--- src/rtl/rand_coord_pkg.sv ---
// Shared definitions for the rejection-sampling coordinate generator.
package rand_coord_pkg;

  typedef enum logic [1:0] {
    IDLE   = 2'd0,
    DRAW_X = 2'd1,
    DRAW_Y = 2'd2,
    HOLD   = 2'd3
  } state_t;

  localparam int DEF_H_MAX     = 1280;
  localparam int DEF_V_MAX     = 720;
  localparam int DEF_X_BITS    = 11;
  localparam int DEF_Y_BITS    = 10;
  localparam int DEF_MAX_TRIES = 8;

  // In range -> candidate itself; otherwise fold once (valid because 2^BITS < 2*max).
  function automatic logic [15:0] bounded_sample(input logic [15:0] candidate,
                                                 input logic [15:0] max);
    return (candidate < max) ? candidate : (candidate - max);
  endfunction

endpackage

--- src/rtl/rand_coord_sampler.sv ---
// Turns a free-running LFSR word into uniform (x,y) spawn coordinates with
// bounded rejection sampling and a deterministic fold-down fallback.
module rand_coord_sampler
  import rand_coord_pkg::*;
#(
  parameter int H_MAX     = DEF_H_MAX,
  parameter int V_MAX     = DEF_V_MAX,
  parameter int X_BITS    = DEF_X_BITS,
  parameter int Y_BITS    = DEF_Y_BITS,
  parameter int MAX_TRIES = DEF_MAX_TRIES
) (
  input  logic              clk_in,
  input  logic              rst_in,
  input  logic [15:0]       lfsr_in,
  input  logic              req_in,
  input  logic              ready_in,
  output logic [X_BITS-1:0] x_out,
  output logic [Y_BITS-1:0] y_out,
  output logic              valid_out,
  output logic              busy_out,
  output logic [15:0]       reject_count_out,
  output logic              lfsr_stuck_out
);

  localparam int TRY_W = $clog2(MAX_TRIES) + 1;
  localparam logic [TRY_W-1:0] LAST_TRY = TRY_W'(MAX_TRIES - 1);
  localparam logic [15:0] HMAX16 = 16'(H_MAX);
  localparam logic [15:0] VMAX16 = 16'(V_MAX);

  state_t           state;
  logic [TRY_W-1:0] try_cnt;
  logic             prev_zero;

  logic [15:0] cx, cy;
  logic        x_ok, y_ok, last_try;

  always_comb begin
    cx       = 16'(lfsr_in[X_BITS-1:0]);
    cy       = 16'(lfsr_in[15:16-Y_BITS]);
    x_ok     = cx < HMAX16;
    y_ok     = cy < VMAX16;
    last_try = try_cnt == LAST_TRY;
  end

  assign busy_out = state != IDLE;

  always_ff @(posedge clk_in) begin
    if (rst_in) begin
      state            <= IDLE;
      try_cnt          <= '0;
      prev_zero        <= 1'b0;
      x_out            <= '0;
      y_out            <= '0;
      valid_out        <= 1'b0;
      reject_count_out <= '0;
      lfsr_stuck_out   <= 1'b0;
    end else begin
      // Two consecutive zero words means the LFSR has locked up.
      prev_zero <= lfsr_in == 16'd0;
      if (lfsr_in == 16'd0 && prev_zero) lfsr_stuck_out <= 1'b1;

      case (state)
        IDLE: begin
          if (req_in) begin
            state   <= DRAW_X;
            try_cnt <= '0;
          end
        end
        DRAW_X: begin
          if (!x_ok && reject_count_out != 16'hFFFF)
            reject_count_out <= reject_count_out + 16'd1;
          if (x_ok || last_try) begin
            x_out   <= X_BITS'(bounded_sample(cx, HMAX16));
            try_cnt <= '0;
            state   <= DRAW_Y;
          end else begin
            try_cnt <= try_cnt + 1'b1;
          end
        end
        DRAW_Y: begin
          if (!y_ok && reject_count_out != 16'hFFFF)
            reject_count_out <= reject_count_out + 16'd1;
          if (y_ok || last_try) begin
            y_out     <= Y_BITS'(bounded_sample(cy, VMAX16));
            try_cnt   <= '0;
            valid_out <= 1'b1;
            state     <= HOLD;
          end else begin
            try_cnt <= try_cnt + 1'b1;
          end
        end
        HOLD: begin
          if (ready_in) begin
            valid_out <= 1'b0;
            state     <= IDLE;
          end
        end
        default: state <= IDLE;
      endcase
    end
  end

endmodule
--- config.mk ---
export PLATFORM = sky130hd
export DESIGN_NAME = rand_coord_sampler
export DESIGN_NICKNAME = d
export VERILOG_FILES = /design/src/rtl/rand_coord_pkg.sv /design/src/rtl/rand_coord_sampler.sv
export SDC_FILE = /design/constraint.sdc
export NUM_CORES = 1
export LEC_CHECK = 0
export CAP_MARGIN = 5
export CORE_MARGIN = 2
export CORE_UTILIZATION = 50
export CTS_BUF_LIST = sky130_fd_sc_hd__clkbuf_4 sky130_fd_sc_hd__clkbuf_8
export DETAILED_ROUTE_END_ITERATION = 12
export PLACE_DENSITY = 0.81
export SYNTH_ARGS = -nofsm -noshare
export SYNTH_HDL_FRONTEND = slang
export SYNTH_SLANG_ARGS = --single-unit
--- constraint.sdc ---
create_clock -name clk_in -period 2.8 [get_ports clk_in]
set_clock_uncertainty 0.15 [all_clocks]
set_input_delay 0.84 -clock clk_in [delete_from_list [all_inputs] [get_ports clk_in]]
set_output_delay 0.84 -clock clk_in [all_outputs]
set_load 0.01 [all_outputs]
; ---- After elaboration in Yosys (flattened, before gate mapping)
; Cells that the tools add are included.
[totals]
ff_bits = 46
in_bits = 20
wordCells = 61
[op_classes]
n_addsub = 4
order_cmp = 2
n_eq_ne = 11
n_mux = 17
n_reduce_logical = 19
[op_table]
columns = op, n
row1 = 16-bit 2-to-1 mux, 2
row2 = 16-bit one-hot mux with 2 select lines, 1
row3 = "16-bit by 1-bit adder with 16-bit output, second input constant", 1
row4 = 16-bit logical NOT, 1
row5 = "16-bit != test, second input constant", 1
row6 = 4-bit 2-to-1 mux, 3
row7 = "2-bit != test, second input constant", 6
row8 = 4-bit one-hot mux with 3 select lines, 1
row9 = "11-bit less-than comparator, second input constant", 1
row10 = 11-bit 2-to-1 mux, 1
row11 = "11-bit subtractor, second input constant", 1
row12 = "10-bit less-than comparator, second input constant", 1
row13 = 10-bit 2-to-1 mux, 1
row14 = "10-bit subtractor, second input constant", 1
row15 = 2-bit 2-to-1 mux, 4
row16 = 2-bit one-hot mux with 4 select lines, 1
row17 = 2-bit AND reduction, 3
row18 = 3-bit AND reduction, 2
row19 = 2-bit nonzero test, 3
row20 = "4-bit by 1-bit adder with 4-bit output, second input constant", 1
row21 = "2-bit equality test, second input constant", 2
row22 = "4-bit by 3-bit equality test with 1-bit output, second input constant", 1
row23 = 4-bit AND reduction, 1
row24 = 1-bit logical AND, 3
row25 = 7 further kinds, 10

; ---- Longest topological paths before layout
; Gate-level depths: netlist of run 1.
[depth]
ltp_word = 5
ltp_mapped = 9

; ---- Least setup slack after synthesis of run 1
; No wires, ideal clock.
[synth_timing]
path_kind = input -> register
start = in lfsr_in[10]
end = reg reject_count_out[15]
setup_time_ns = 0.070
arrival_ns = 2.275
required_ns = 2.580
setup_slack_ns = 0.306
cell_stages = 7
n_path_buf = 0
cell_sequence = inv_1 -> ha_1 -> nand4b_4 -> a32oi_4 -> o211ai_4 -> or4_1 -> a21oi_1
[synth_between]
elab_chain_len = 5
elab_cells_between_ends = 9
[synth_rtl]
columns = element, line_no
row1 = from (decl), rand_coord_sampler.sv:14  ; input logic [15:0] lfsr_in,
row2 = 11-bit less-than comparator / 10-bit less-than comparator (equally long branches), "rand_coord_sampler.sv:40, rand_coord_sampler.sv:41"
row3 = 1-bit logical NOT (on tied branches), "rand_coord_sampler.sv:70, rand_coord_sampler.sv:81"
row4 = 1-bit logical AND (on tied branches), "rand_coord_sampler.sv:70, rand_coord_sampler.sv:81"
row5 = 2-bit != test (no line), -
row6 = 3-bit AND reduction (no line) (*), -
row7 = to (signal assigned), rand_coord_sampler.sv:71  ; reject_count_out <= reject_count_out + 16'd1;
row8 = to (signal assigned), rand_coord_sampler.sv:82  ; reject_count_out <= reject_count_out + 16'd1;
row9 = to (decl), rand_coord_sampler.sv:21  ; output logic [15:0] reject_count_out,
; Mark *: on every way between the ends. The rest lies on a longest branch, timed or not.
; A chain may end at the register's enable or synchronous reset.

; ---- Final worst setup path of run 1
[layout_timing]
start = in lfsr_in[10]
end = reg reject_count_out[6]
; The elaborated chain is that of the path after synthesis.

==> metrics.txt, run 1 <==
H-tree depth 2; nets@finish around 370; Mapped Cells 264; Final setup viols 0; Leak roughly 1.2 nW; Clock Sinks 46; flop-to-flop setup slack 0.68 ns; Cell Rows 25; hold buffers post-CTS 0; first-pass GRT wire length about 9 mm; kind of critical path in2reg; Detailed Route WL 5.47 mm; core region area 4720 sq um; unrepaired setup endpoints after global routing false; Top FF cell, synth dfxtp_1; Port-buffer cells 59; cell with the most instances after synthesis dfxtp_1; share of post-route cells with drive strength above 1 14.3%; unique cell type count in the Yosys netlist 57; WL per Instance about 13 um; minimum clock period 2.67 ns; IR drop worst, VDD 0.299 mV; post-synth top area cell dfxtp_1; drt drc 0; most frequent cells after synthesis 46 x dfxtp_1, 40 x nor2_1, 16 x a21oi_1, 16 x mux2i_1, 13 x inv_1; fin util 70.3%; met3 usage 6.50%; register bit total from synthesis 46; Final Hold Fails 0; Die Ht 74.0 um; gr ovfl total 0; met2 GRT Util 33.2%; outcome finished clean; post-synth top area share a little under two fifths; antenna violations before repair 0; Iteration-0 DRC Markers roughly 140; Final Max Tran Viols 0; DR vias/cell ~5.3; Syn. warnings 0; detailed-route via count 2160; TritonCTS buffer count 5; Starting Density 51.9%; clock insertion delay at the later pin of the skew report 0.30 ns; Worst Setup End Kind flop; Die X roughly 74 um; drt pass-1 iters 4; GRT busiest layer met2; mapped cell area 2450 sq um; Syn Area/Cell 9.28 sq um; CTS tree built; PD cells 612 nW/um^2; Async SR Flop Fraction 0%; Slew @ Worst Pin 0.534 ns; largest net degree at the start of global routing 26; Seq/Total Area, Yosys 37.6%; relative slew slack 64.3%; critical path data required time 2.84 ns; Root Driver clkbuf_8; crit-path max FO 8; fin crit share 95.4%; hold crit path type reg2reg; Antenna Cells 0; I/O pin cnt 60; Final HPWL DP 4.16 mm; number of global-route vias before repair 1969; Critical Path Source Type primary input; DRT antenna net count 0; Clock transition at path regs 0.09 ns; GRT Overall Usage 21.1%; deepest clock path buffer count 2; die area 5480 sq um; met1 usage 28.2%; WHS between 0.2 and 0.3 ns; net count after synthesis 294; Max Freq 374 MHz; top cells by area, synth dfxtp_1 38%, mux2i_1 6.5%, nor2_1 6.1%, ha_1 5.1%, a21oi_1 3.3%; Max Cap Violations 0; gpl congestion around 0.84; Arr. time, crit path 2.72 ns; Post-synth EDFFs 0; Layout area overhead 35.4%
worst paths after layout:
path	start	endpoint	cells after the start
worst min register to register	prev_zero	lfsr_stuck_out	1
worst min-delay path	prev_zero	lfsr_stuck_out	1
worst max register to register	reject_count_out[0]	reject_count_out[14]	6
worst max-delay path	lfsr_in[10]	reject_count_out[6]	8
layout make-up:
type / instances / area, sq um
Multi-Input combinational cell: 194 / 1420
Fill cell: 375 / 1400
Sequential cell: 46 / 921
Timing Repair Buffer: 81 / 756
Tap cell: 67 / 83.8
Clock buffer: 6 / 82.6
Inverter: 13 / 48.8
Clock inverter: 2 / 12.5
cells in the final DEF (no fill, tap or decap), types with 2 or more instances in the layout:
cell type	n
a2111oi_2	2
a211oi_1	6
a21oi_1	16
a31oi_1	2
and3b_1	2
buf_4	22
clkbuf_8	6
clkdlybuf4s50_1	59
dfxtp_1	46
ha_1	9
inv_1	13
mux2_2	2
mux2i_1	16
nand2_1	12
nand2b_1	4
nand3_1	8
nand4_1	4
nand4b_1	3
nor2_1	40
nor3b_1	2
nor4_1	4
o211ai_4	2
o21a_1	3
o21ai_0	12
or2_2	2
or3_1	2
or4_1	2
xnor2_1	9
xor2_1	2
sequential cells by signal, indices dropped and copies added, names as in the netlist:
name	cells
try_cnt	4
prev_zero	1
state	2
x_out	11
y_out	10
valid_out	1
reject_count_out	16
lfsr_stuck_out	1
logic make-up after synthesis:
group / after synthesis / synth area share (%)
adder cells (fa/ha/maj): 10 / 5.10
AND/OR/NAND/NOR: 96 / 21.9
buffers and inverters: 24 / 5.00
XOR/XNOR: 11 / 3.93
AO/OA/AOI/OAI: 59 / 19.0
flip-flops: 46 / 37.6
multiplexers: 18 / 7.45
layer usage:
layer | up-vias | routed length (um)
li1 | 1107 | -
met1 | 988 | 2560
met2 | 61 | 2490
met3 | 4 | 370
met4 | 0 | 49
met5 | - | 0
per-stage QoR:
stage	TNS, ns	instance area, sq um	power [mW]	std cells	setup slack (ns)
floorplan	0	2450	1.28	264	0.306
global placement	-3.48	3210	1.58	400	-0.203
detailed placement	-4.68	3210	1.60	400	-0.247
CTS	0	3300	2.03	408	0.0752
global route	0	3320	2.16	409	0.0429
finish	0	3320	2.03	409	0.128
what timing repair did:
item | in CTS | in global routing
gates resized for setup | 0 | 2
buffers inserted | 0 | 1
setup endpoints to repair | 0 | 2
where the power goes:
group	switching [mW]	leakage, nW	internal [mW]
clock	0.227	0.0472	0.199
sequential	0.0629	0.372	0.736
combinational	0.394	0.820	0.413
worst max-delay path: stages:
cell and delay, ns:
clkdlybuf4s50_1 0.48, inv_1 0.07, ha_2 0.21, nand4b_4 0.19, a32o_2 0.38, a2111oi_2 0.34, xnor2_1 0.16, nor2_1 0.05
No activity file was read; power rests on OpenSTA's default activity.
==> run 2, diff against run 1 <==
- SLEW_MARGIN: unset -> 20
- clock period: 2.8 -> 3.2 ns (I/O delays scaled with it)
==> run 2 against run 1 <==
Die area stayed put. Utilization is 1.2 points lower. Clock-buffer cell count stayed put. Cell count is 2.2% lower. Sequential power is 13% lower. First-iteration DRC count is 13% lower. Worst hold slack better by 0.0037 ns. Cell area is 1.7% lower. Critical path type unchanged. Global-route usage hardly changed. Non-clock buffer count is 9 lower. Largest power group is now registers. Clock power is 4% higher.
==> metrics.txt, run 2 (synthesis gave the netlist of run 1 again) <==
Root Driver clkbuf_8; share of post-route cells with drive strength above 1 11.4% (-2.9 points); unrepaired setup endpoints after global routing false; critical path data required time 3.29 ns (+0.45 ns); DRT antenna net count 0 (unchanged); most common cell after layout, fill and taps aside clkdlybuf4s50_1; clock insertion delay at the later pin of the skew report 0.30 ns (about the same); Detailed Route WL 5.51 mm (+0.71%); Arr. time, crit path 2.95 ns (+0.23 ns); Clock transition at path regs 0.09 ns (about the same); HP Start prev_zero; Resize count post-CTS 0 (unchanged); Final Max Tran Viols 0 (unchanged); drt pass-1 iters 4 (unchanged); Max Freq 350 MHz; flop-to-flop setup slack 1.09 ns (+0.41 ns); antenna violations before repair 0 (unchanged); drt drc 0 (unchanged); first-pass GRT wire length 8.98 mm (-0.31%); relative slew slack 67.3% (+3.0 points); GRT Overall Usage 21.1% (about the same); Critical Path Source Type primary input; hold buffers post-CTS 0 (unchanged); largest registers reject_count_out x16, x_out x11, y_out x10; crit-path max FO 9 (+1); placed insts 392 (-2.0%); kind of critical path in2reg; Largest register FFs 16 (unchanged); Final HPWL DP 4.12 mm (-0.76%); WHS 0.297 ns (+0.00375 ns); CP startpoint lfsr_in[10]; I/O pin cnt 60 (unchanged); Slew @ Worst Pin 0.477 ns (-0.0571 ns); Post-CTS Setup Bufs 0 (unchanged); gpl congestion 0.851 (+1.2%); most frequent cells in the layout 59 x clkdlybuf4s50_1, 46 x dfxtp_1, 40 x nor2_1; hold crit path type reg2reg; core region area 4720 sq um (unchanged); minimum clock period about 2.9 ns; setup TNS 0 ns (unchanged); gr ovfl total 0 (unchanged); Final Non-Filler Cells 400 (-2.2%); FF/Latch Area 921 sq um (unchanged); largest net degree at the start of global routing 28 (+7.7%); Layout area overhead 33.1%; Worst R2R Path Depth 6 (unchanged); Most flops, register reject_count_out; Slowest cell on crit path clkdlybuf4s50_1; cells along the critical path clkdlybuf4s50_1, inv_1, ha_1, nand4b_4, a32oi_4, o211ai_4, or4_1, a21oi_1; worst r2r src reject_count_out[0]; nets@finish 362 (-2.4%); CTS tree built; Antenna Cells 0 (unchanged); Cell Rows 25 (unchanged); detailed-route via count 2147 (-0.60%); WHS Path Cells 1 (unchanged); Final Hold Fails 0 (unchanged); Starting Density 51.9% (unchanged); Iteration-0 DRC Markers 123 (-13%); Leak 1.20 nW (-2.9%); DR vias/cell 5.37 (+1.6%); IR drop worst, VDD 0.335 mV (+12%); Clock Sinks 46 (unchanged); Die Ht 74.0 um (unchanged); Port-buffer cells 59 (unchanged); Max Cap Violations 0 (unchanged); Die X 74.0 um (unchanged); outcome finished clean; TritonCTS buffer count 5 (unchanged); slowest stage delay, CP 0.47 ns (about the same); PD cells 559 nW/um^2 (-8.6%); WL per Instance 13.8 um (+3.0%); Worst Setup End Kind flop; deepest clock path buffer count 2 (unchanged); fin crit share 89.4%; Final setup viols 0 (unchanged); multi-input logic area 1410 sq um (-0.53%); die area 5480 sq um (unchanged); number of global-route vias before repair 2015 (+2.3%); H-tree depth 2 (unchanged); fillers 364 (-2.9%)
## run 2: cell types whose count changed in the layout (fill, tap and decap cells not counted), sizes merged
cell    previous run  this run
buf               22        13
bufinv             0         1
clkinv             1         0
## run 2: final timing paths
path | to
max reg2reg | reject_count_out[14]
min | lfsr_stuck_out
max | reject_count_out[15]
min reg2reg | lfsr_stuck_out
## run 2: area by class of cell
type | instances | share of cell area (%)
multi-input combinational | 194 | 43.1
sequential | 46 | 28.2
timing repair buffer | 72 | 21.1
tap | 67 | 2.57
clock buffer | 6 | 2.34
inverter | 13 | 1.50
clock inverter | 2 | 1.15
## run 2: report_power, final
part	switching (mW)	internal, mW	total [mW]
Sequential	0.0548	0.644	0.699
Combinational	0.338	0.345	0.683
Clock	0.202	0.242	0.444
Total	0.595	1.23	1.83
## run 2: worst max-delay path, delay by kind of cell
kind / cells / cell delay (ns)
buffers and inverters: 2 / 0.53
AOI/OAI and AO/OA: 3 / 0.59
adders and majority gates: 1 / 0.24
and+or+nand+nor: 2 / 0.62
## run 2: per-layer routing
layer | up-vias | wire [um] | track usage, %
met1 | 1018 | 2640 | 27.5
met3 | 5 | 262 | 5.69
met2 | 40 | 2530 | 33.6
li1 | 1084 | - | -
met5 | - | 0 | 0
met4 | 0 | 74 | 8.08
## run 2: metrics by stage
step / total power [mW] / utilization (%) / instance area (sq um) / worst slack, ns
5_1_grt: 1.92 / 69.1 / 3260 / 0.232
6_report: 1.83 / 69.1 / 3260 / 0.341
4_1_cts: 1.83 / 69.1 / 3260 / 0.333
3_3_place_gp: 1.37 / 66.7 / 3150 / 0.0734
3_5_place_dp: 1.39 / 66.7 / 3150 / 0.0111
2_1_floorplan: 1.12 / - / 2450 / 0.586
